$ cat config.mk
export PLATFORM = sky130hd
export DESIGN_NAME = timer_counter
export DESIGN_NICKNAME = d
export VERILOG_FILES = /design/src/rtl/timer_pkg.sv /design/src/rtl/timer_prescaler.sv /design/src/rtl/timer_counter.sv
export SDC_FILE = /design/constraint.sdc
export NUM_CORES = 1
export LEC_CHECK = 0
export CAP_MARGIN = 20
export CORE_AREA = 2 2 64 66
export DETAILED_ROUTE_END_ITERATION = 7
export DIE_AREA = 0 0 66 68
export PLACE_DENSITY_LB_ADDON = 0.05
export SYNTH_ARGS = -nofsm -noshare
export SYNTH_HDL_FRONTEND = slang
export SYNTH_SLANG_ARGS = --single-unit
$ cat constraint.sdc
create_clock -name CLK -period 2.3 [get_ports CLK]
set_input_delay 0.46 -clock CLK [delete_from_list [all_inputs] [get_ports CLK]]
set_output_delay 0.46 -clock CLK [all_outputs]
set_load 0.02 [all_outputs]
$ cat src/rtl/timer_pkg.sv
// Shared definitions for the timer/counter block.
// Holds the tick-rate select encodings, the prescaler and counter widths,
// and a helper that maps a rate select onto the prescaler compare mask.
package timer_pkg;

  localparam int unsigned SEL_W = 2;
  localparam int unsigned PSC_W = 4;
  localparam int unsigned CNT_W = 8;

  // Tick-rate select: tick period is 2^(sel+1) clocks.
  typedef enum logic [SEL_W-1:0] {
    CLK_SEL_DIV2  = 2'b00,
    CLK_SEL_DIV4  = 2'b01,
    CLK_SEL_DIV8  = 2'b10,
    CLK_SEL_DIV16 = 2'b11
  } clk_sel_e;

  // Low (sel+1) bits set; a tick fires when those prescaler bits are all ones.
  function automatic logic [PSC_W-1:0] sel_mask(input clk_sel_e sel);
    logic [PSC_W-1:0] mask;
    mask = PSC_W'(4'b0001);
    case (sel)
      CLK_SEL_DIV2:  mask = PSC_W'(4'b0001);
      CLK_SEL_DIV4:  mask = PSC_W'(4'b0011);
      CLK_SEL_DIV8:  mask = PSC_W'(4'b0111);
      CLK_SEL_DIV16: mask = PSC_W'(4'b1111);
      default:       mask = PSC_W'(4'b0001);
    endcase
    return mask;
  endfunction

endpackage

$ cat src/rtl/timer_prescaler.sv
// Free-running 4-bit prescaler with selectable tick rate.
// Ports:
//   CLK        - system clock, rising edge
//   RST        - synchronous active-high reset
//   CLK_SEL_IN - rate select (00 /2, 01 /4, 10 /8, 11 /16)
//   clear      - holds the prescaler at zero and suppresses ticks
//   tick       - combinational tick, high for one cycle per period
module timer_prescaler
  import timer_pkg::*;
(
  input  logic             CLK,
  input  logic             RST,
  input  logic [SEL_W-1:0] CLK_SEL_IN,
  input  logic             clear,
  output logic             tick
);

  logic [PSC_W-1:0] psc;
  logic [PSC_W-1:0] mask;

  // Prescaler counts while not cleared; wraps 15 -> 0 naturally.
  always_ff @(posedge CLK) begin
    if (RST || clear) begin
      psc <= '0;
    end else begin
      psc <= psc + PSC_W'(1);
    end
  end

  // Rate select is applied directly to the compare so a switch never
  // resets the prescaler; at most one compare can match per cycle.
  always_comb begin
    mask = sel_mask(clk_sel_e'(CLK_SEL_IN));
    tick = !clear && ((psc & mask) == mask);
  end

endmodule

$ cat src/rtl/timer_counter.sv
// 8-bit up/down timer counter with loadable value and prescaled tick.
// Ports:
//   CLK        - system clock, rising edge
//   RST        - synchronous active-high reset, overrides everything
//   CLK_SEL_IN - tick-rate select (00 /2, 01 /4, 10 /8, 11 /16)
//   TDR_IN     - load value
//   LOAD_IN    - level load request; counter follows TDR_IN while high
//   UPDW_IN    - direction, 0 up / 1 down, sampled on tick edges only
//   EN_IN      - counting enable
//   CNT_OUT    - registered counter value
//   OVF_OUT    - registered one-cycle pulse on 0xFF -> 0x00 wrap
//   UNDF_OUT   - registered one-cycle pulse on 0x00 -> 0xFF wrap
module timer_counter
  import timer_pkg::*;
(
  input  logic             CLK,
  input  logic             RST,
  input  logic [SEL_W-1:0] CLK_SEL_IN,
  input  logic [CNT_W-1:0] TDR_IN,
  input  logic             LOAD_IN,
  input  logic             UPDW_IN,
  input  logic             EN_IN,
  output logic [CNT_W-1:0] CNT_OUT,
  output logic             OVF_OUT,
  output logic             UNDF_OUT
);

  localparam logic [CNT_W-1:0] CNT_MAX = {CNT_W{1'b1}};

  logic psc_clear;
  logic tick;

  // Disable or load both park the prescaler so counting restarts cleanly.
  assign psc_clear = !EN_IN || LOAD_IN;

  timer_prescaler u_prescaler (
    .CLK        (CLK),
    .RST        (RST),
    .CLK_SEL_IN (CLK_SEL_IN),
    .clear      (psc_clear),
    .tick       (tick)
  );

  // Counter and wrap flags: reset, then load, then tick, else hold.
  always_ff @(posedge CLK) begin
    if (RST) begin
      CNT_OUT  <= '0;
      OVF_OUT  <= 1'b0;
      UNDF_OUT <= 1'b0;
    end else if (LOAD_IN) begin
      CNT_OUT  <= TDR_IN;
      OVF_OUT  <= 1'b0;
      UNDF_OUT <= 1'b0;
    end else if (tick) begin
      if (!UPDW_IN) begin
        CNT_OUT  <= CNT_OUT + CNT_W'(1);
        OVF_OUT  <= (CNT_OUT == CNT_MAX);
        UNDF_OUT <= 1'b0;
      end else begin
        CNT_OUT  <= CNT_OUT - CNT_W'(1);
        OVF_OUT  <= 1'b0;
        UNDF_OUT <= (CNT_OUT == '0);
      end
    end else begin
      OVF_OUT  <= 1'b0;
      UNDF_OUT <= 1'b0;
    end
  end

endmodule

==> metrics, run 1 <==
Crit-path slowest cell=or3_1; later-pin clock latency in the skew report=approximately 0.25 ns; PwrDens=468 nW/um2; worst hold slack=slightly below 0.5 ns; CP delay by family, top=compound AO/OA/AOI/OAI gates; reg2reg setup slack=between 0.4 and 0.5 ns; n_diodes=0; cell area after synthesis=927 um2; TritonCTS Buffers=3; CTS Sinks=14; R2R depth=7; die area=about 4500 um2; top-area cell type share of the netlist area=a little under a third; Async SR Flop Fraction=0%; Combinational Power Share=roughly a quarter; RR Endpoint=CNT_OUT[6]; min Tclk post-route=roughly 1.9 ns; Row Count=23; CP Capture Type=flop; CP max stage delay=between 0.3 and 0.4 ns; leakage=around 0.54 nW; Die Ht=approximately 68 um; Place WS=-0.205 ns; Peak Freq=approximately 520 MHz; Critical Path Start=UPDW_IN; RePlAce Congestion=0.760; GRT Overall Usage=approximately 12%; clock share of power=between 30% and 40%; Synth Flop Type=dfxtp_1; Placement Cell Area=approximately 1300 um2; first-pass GRT wire length=4080 um; Syn Nets=between 100 and 150; Final Skew=0.00569 ns; Layout area overhead=46.3%; Die Span X=66 um; critical-path cell list=dlymetal6s2s_1 > buf_4 > ha_1 > nand2_1 > o31ai_2 > a31oi_1 > or3_1 > o211ai_1; Cells after Synth=between 100 and 150; Finished Cell Area=1360 um2; number of I/O pins=25; via count=about 900; synth warn=0; CTS tree=yes; Starting Density=24.0%; hpwl dp=between 1500 and 2000 um; Initial DRC Count=53; sw power=approximately 0.18 mW; Residual DRC=0; fin nets=172; # fillers=slightly above 400; Post-synth EDFFs=0; Tot Pwr=roughly 0.63 mW; CP Depth=8; Final Max Slew Viols=0; part of the Yosys area used for sequential elements=30.2%; fin worst setup slack=just under 0.4 ns; final setup vio count=0; Setup crit start kind=input port; status=complete, no violations; Netlist cell types=34; Net Sw Frac=between 20% and 30%; largest net degree at the start of global routing=18; CTS root buf=clkbuf_8; Vias/cell=4.57; Internal=0.456 mW; Worst Hold Path Cells=1; vias in the first global route=848; cell taking the most area after synthesis=dfxtp_1; initial antenna violation count=0; cts-stage hold buffer count=0; worst setup path endpoint=CNT_OUT[7]; max-cap violations=0; Clock Tree Buf Depth=2; Detailed Routing Iterations Pass 1=4; Worst EP required=around 2.5 ns; top post-synthesis cells by area=dfxtp_1 30%, ha_1 9.4%, nand2_1 5.3%; # Post-CTS Setup Buffers=0; worst setup path class=in -> reg; RR Startpoint=CNT_OUT[0]; ANT nets after route=0; Worst-Margin Slew=around 0.5 ns; Synth Register Bits=14; Reg power frac=between 40% and 50%; Core ar.=~3900 um2; PortBufs=24; relative slew slack=67.1%; Hold/Removal Path Class=reg -> reg; worst vdd ir=~0.00018 V; RSZ-0062 raised after global routing=no; fin crit share=83.3%; WL final=roughly 2500 um; total grt overflow=0; critical path peak fanout=5; CTS resizes=0; wire length per cell=approximately 12 um; Fin. Hold Viols=0; htree depth=1; clk slew on worst S/H paths=0.06 ns; CP Buf/Inv Count=2; ratio of cells with drive above 1 in the final layout=13.6%; post-layout util=35.2%; crit path DAT=about 2.1 ns; Syn Area/Cell=between 8 and 9 um2
==> sequential cells by signal, indices dropped and copies added (netlist names) <==
register,count
CNT_OUT,8
u_prescaler.psc,4
OVF_OUT,1
UNDF_OUT,1
==> synth_stat cells (2+ instances only) <==
master     n
a21o_1     2
a21oi_1    4
a22oi_1    2
a31oi_1    5
clkbuf_1   2
dfxtp_1   14
ha_1       7
inv_1      7
nand2_1   13
nand2b_1   2
nand3_1    4
nand3b_1   5
nand4_1    2
nor2_1    11
nor2b_1    2
nor3_1     2
o21a_1     3
o21ai_0    3
xnor2_1    3
xor2_1     3
==> power groups by stage <==
| stage | sequential (mW) | combinational [mW] | clock [mW] |
|---|---|---|---|
| 2_1_floorplan | 0.277 | 0.0756 | 0 |
| 3_3_place_gp | 0.271 | 0.165 | 0 |
| 3_5_place_dp | 0.271 | 0.163 | 0 |
| 4_1_cts | 0.266 | 0.164 | 0.213 |
| 5_1_grt | 0.268 | 0.181 | 0.224 |
| 6_report | 0.266 | 0.163 | 0.206 |
==> metrics by stage <==
| stage | TNS [ns] | instances |
|---|---|---|
| after CTS | 0 | 197 |
| after detailed placement | -0.412 | 194 |
| after global routing | 0 | 197 |
| final | 0 | 197 |
| after global placement | -0.297 | 194 |
| after floorplan | 0 | 110 |
==> worst min path at each step <==
stage | from | endpoint | slack, ns
3_5_place_dp | u_prescaler.psc[0] | u_prescaler.psc[0] | 0.49
3_3_place_gp | u_prescaler.psc[0] | u_prescaler.psc[0] | 0.49
5_1_grt | u_prescaler.psc[0] | u_prescaler.psc[0] | 0.54
6_report | u_prescaler.psc[0] | u_prescaler.psc[0] | 0.50
2_1_floorplan | u_prescaler.psc[0] | u_prescaler.psc[0] | 0.46
4_1_cts | u_prescaler.psc[0] | u_prescaler.psc[0] | 0.51
==> per-layer routing <==
layer	wire length (um)	vias up	global-route usage (%)
li1	-	469	-
met1	1220	408	16.8
met2	1110	21	18.4
met3	101	3	1.64
met4	28	0	6.89
met5	0	-	0
==> cell usage in the layout, fill, tap and decap left out, types with 2 or more instances in the layout <==
master,Yosys,layout
a21o_1,2,2
a21oi_1,4,4
a22oi_1,2,2
a31oi_1,5,5
buf_4,0,12
clkbuf_8,0,3
clkdlybuf4s50_1,0,23
dfxtp_1,14,14
ha_1,7,7
inv_1,7,7
nand2_1,13,13
nand2b_1,2,2
nand3_1,4,4
nand3b_1,5,5
nand4_1,2,2
nor2_1,11,11
nor2b_1,2,2
nor3_1,2,2
o21a_1,3,3
o21ai_0,3,3
xnor2_1,3,3
xor2_1,3,3
==> cells by family (layout without fill, tap and decap cells) <==
family	count (synthesis)	count (layout)	synth area share [%]
mux	1	1	1.08
fa+ha+maj	8	8	11.6
simple gates	46	46	26.7
flops	14	14	30.2
buf+inv	9	46	3.64
compound gates	26	26	21.1
xor+xnor	6	6	5.67
==> final cells by class <==
type	instances	area, um2	share of cell area [%]
inverters	7	26.3	1.94
multi-input cells	87	613	45.2
clock buffers	3	41.3	3.04
flip-flops and latches	14	280	20.7
repair buffers	36	333	24.5
well taps	50	62.6	4.61
Power figures use the tool's default switching activity.
==> run 2: changes to the inputs <==
clock period = 1.85 ns   (was 2.3 ns; I/O delays follow)
==> metrics, run 2 (synthesized netlist as in run 1, its figures left out) <==
Top reg by flops=CNT_OUT; via count=960 (+6.5%); Tot Pwr=0.844 mW (+33%); largest registers=CNT_OUT x8, u_prescaler.psc x4; CP delay by family, top=compound AO/OA/AOI/OAI gates; Final Max Slew Viols=0 (unchanged); min Tclk post-route=between 1.5 and 2 ns; worst setup path endpoint=CNT_OUT[7]; Clock Tree Buf Depth=2 (unchanged); Vias/cell=4.53 (-0.99%); RePlAce Congestion=0.747 (-1.7%); crit path DAT=1.95 ns (-0.14 ns); Initial DRC Count=28 (-47%); RR Startpoint=CNT_OUT[1]; ANT nets after route=0 (unchanged); CP Capture Type=flop; worst setup path class=in -> reg; Final Skew=0.000892 ns (-0.00480 ns); Starting Density=24.0% (unchanged); number of I/O pins=25 (unchanged); ratio of cells with drive above 1 in the final layout=27.8% (+14 points); setup TNS=0 ns (unchanged); die area=4490 um2 (unchanged); GRT Overall Usage=13.3% (+1.1 points); clk slew on worst S/H paths=0.06 ns (about the same); critical-path cell list=dlygate4sd2_1 > buf_4 > ha_4 > nand2_1 > o31ai_4 > a31oi_1 > or3_1 > o211ai_1; later-pin clock latency in the skew report=0.24 ns (about the same); htree depth=1 (unchanged); first-pass GRT wire length=4490 um (+10%); initial antenna violation count=0 (unchanged); CP Buf/Inv Count=2 (unchanged); Peak Freq=561 MHz; vias in the first global route=1,023 (+21%); Critical Path Start=UPDW_IN; Worst-Margin Slew=0.336 ns (-0.153 ns); Layout area overhead=69.8%; Detailed Routing Iterations Pass 1=3 (-1); # fillers=429 (+5.9%); worst hold slack=0.497 ns (+0.00118 ns); WL final=2740 um (+12%); final setup vio count=0 (unchanged); fin worst setup slack=0.0689 ns (-0.315 ns); relative slew slack=77.5% (+10 points); commonest cells after routing, fill and taps aside=26 x buf_4, 23 x clkdlybuf4s50_1, 14 x dfxtp_1, 13 x nand2_1, 10 x nor2_1; RR Endpoint=CNT_OUT[6]; Crit-path slowest cell=or3_1; total grt overflow=0 (unchanged); CP Depth=8 (unchanged); CTS root buf=clkbuf_8; worst vdd ir=0.000170 V (-3.8%); cts-stage hold buffer count=0 (unchanged); PortBufs=24 (unchanged); PwrDens=536 nW/um2 (+15%); TritonCTS Buffers=3 (unchanged); hpwl dp=2130 um (+10%); status=complete, no violations; Residual DRC=0 (unchanged); Fin. Hold Viols=0 (unchanged); Die Span X=66 um (unchanged); max-cap violations=0 (unchanged); commonest non-fill, non-tap cell in the layout=buf_4; post-layout util=40.8% (+5.6 points); RSZ-0062 raised after global routing=no; reg2reg setup slack=0.07 ns (-0.38 ns); Place WS=-0.516 ns (-0.311 ns); Hold/Removal Path Class=reg -> reg; flip-flop count of the largest register after layout=8 (unchanged); Setup crit start kind=input port; R2R depth=7 (unchanged); Worst EP required=2.02 ns (-0.46 ns); Die Ht=68 um (unchanged); fin nets=187 (+8.7%); critical path peak fanout=4 (-1); wire length per cell=12.9 um (+3.8%); CP max stage delay=0.31 ns (-0.05 ns); CTS tree=yes; largest net degree at the start of global routing=18 (unchanged); Row Count=23 (unchanged); n_diodes=0 (unchanged); Core ar.=3860 um2 (unchanged); leakage=0.624 nW (+15%); fin crit share=slightly below 100%; CTS Sinks=14 (unchanged)
## run 2: cell count changes in the layout (fill, tap and decap cells not counted), sizes merged
cell	before	now
buf	12	27
dlygate4sd2	0	1
dlymetal6s2s	1	0
## run 2: metrics by stage
step	instances	cell area, um2
2_1_floorplan	110	927
3_3_place_gp	208	1430
3_5_place_dp	208	1430
4_1_cts	212	1490
5_1_grt	212	1570
6_report	212	1570
## run 2: cell type report
cell class                 count  area (um2)  area share, %
clock buffer                   3        41.3           2.62
sequential                    14         280           17.8
multi-input combinational     87         709           45.1
timing repair buffer          51         454           28.9
tap                           50        62.6           3.97
inverter                       7        26.3           1.67
## run 2: repair_timing
action / 4_1_cts / 5_1_grt
hold endpoints to repair: 0 / 0
gates resized for setup: 4 / 12
endpoints found under the setup margin: 5 / 4
pin swaps: 2 / 3
buffers inserted: 1 / 0
## run 2: how the worst min path moves through the flow
| stage | from | to | slack (ns) | cells after the start |
|---|---|---|---|---|
| floorplan | u_prescaler.psc[0] | u_prescaler.psc[0] | 0.46 | 1 |
| global placement | u_prescaler.psc[0] | u_prescaler.psc[0] | 0.48 | 1 |
| detailed placement | u_prescaler.psc[0] | u_prescaler.psc[0] | 0.49 | 1 |
| CTS | u_prescaler.psc[0] | u_prescaler.psc[0] | 0.51 | 1 |
| global route | u_prescaler.psc[0] | u_prescaler.psc[0] | 0.52 | 1 |
| finish | u_prescaler.psc[0] | u_prescaler.psc[0] | 0.50 | 1 |
## run 2: where the power goes
part | leakage [nW] | switching (mW) | internal (mW) | total [mW]
Clock | 0.0216 | 0.108 | 0.144 | 0.252
Combinational | 0.488 | 0.117 | 0.148 | 0.265
Sequential | 0.115 | 0.0129 | 0.313 | 0.326
## run 2: layer usage
| layer | GRT usage [%] | up-vias | wire length, um |
|---|---|---|---|
| met4 | 5.36 | 0 | 45 |
| met3 | 2.14 | 4 | 71 |
| met2 | 25.6 | 14 | 1410 |
| met1 | 14.4 | 446 | 1220 |
| met5 | 0 | - | 0 |
| li1 | - | 496 | - |
==> run 3: changes to the inputs <==
SLEW_MARGIN = 30   (was not set)
==> results of run 3 <==
The final DEF is identical to that of run 2; final timing and power are the same.
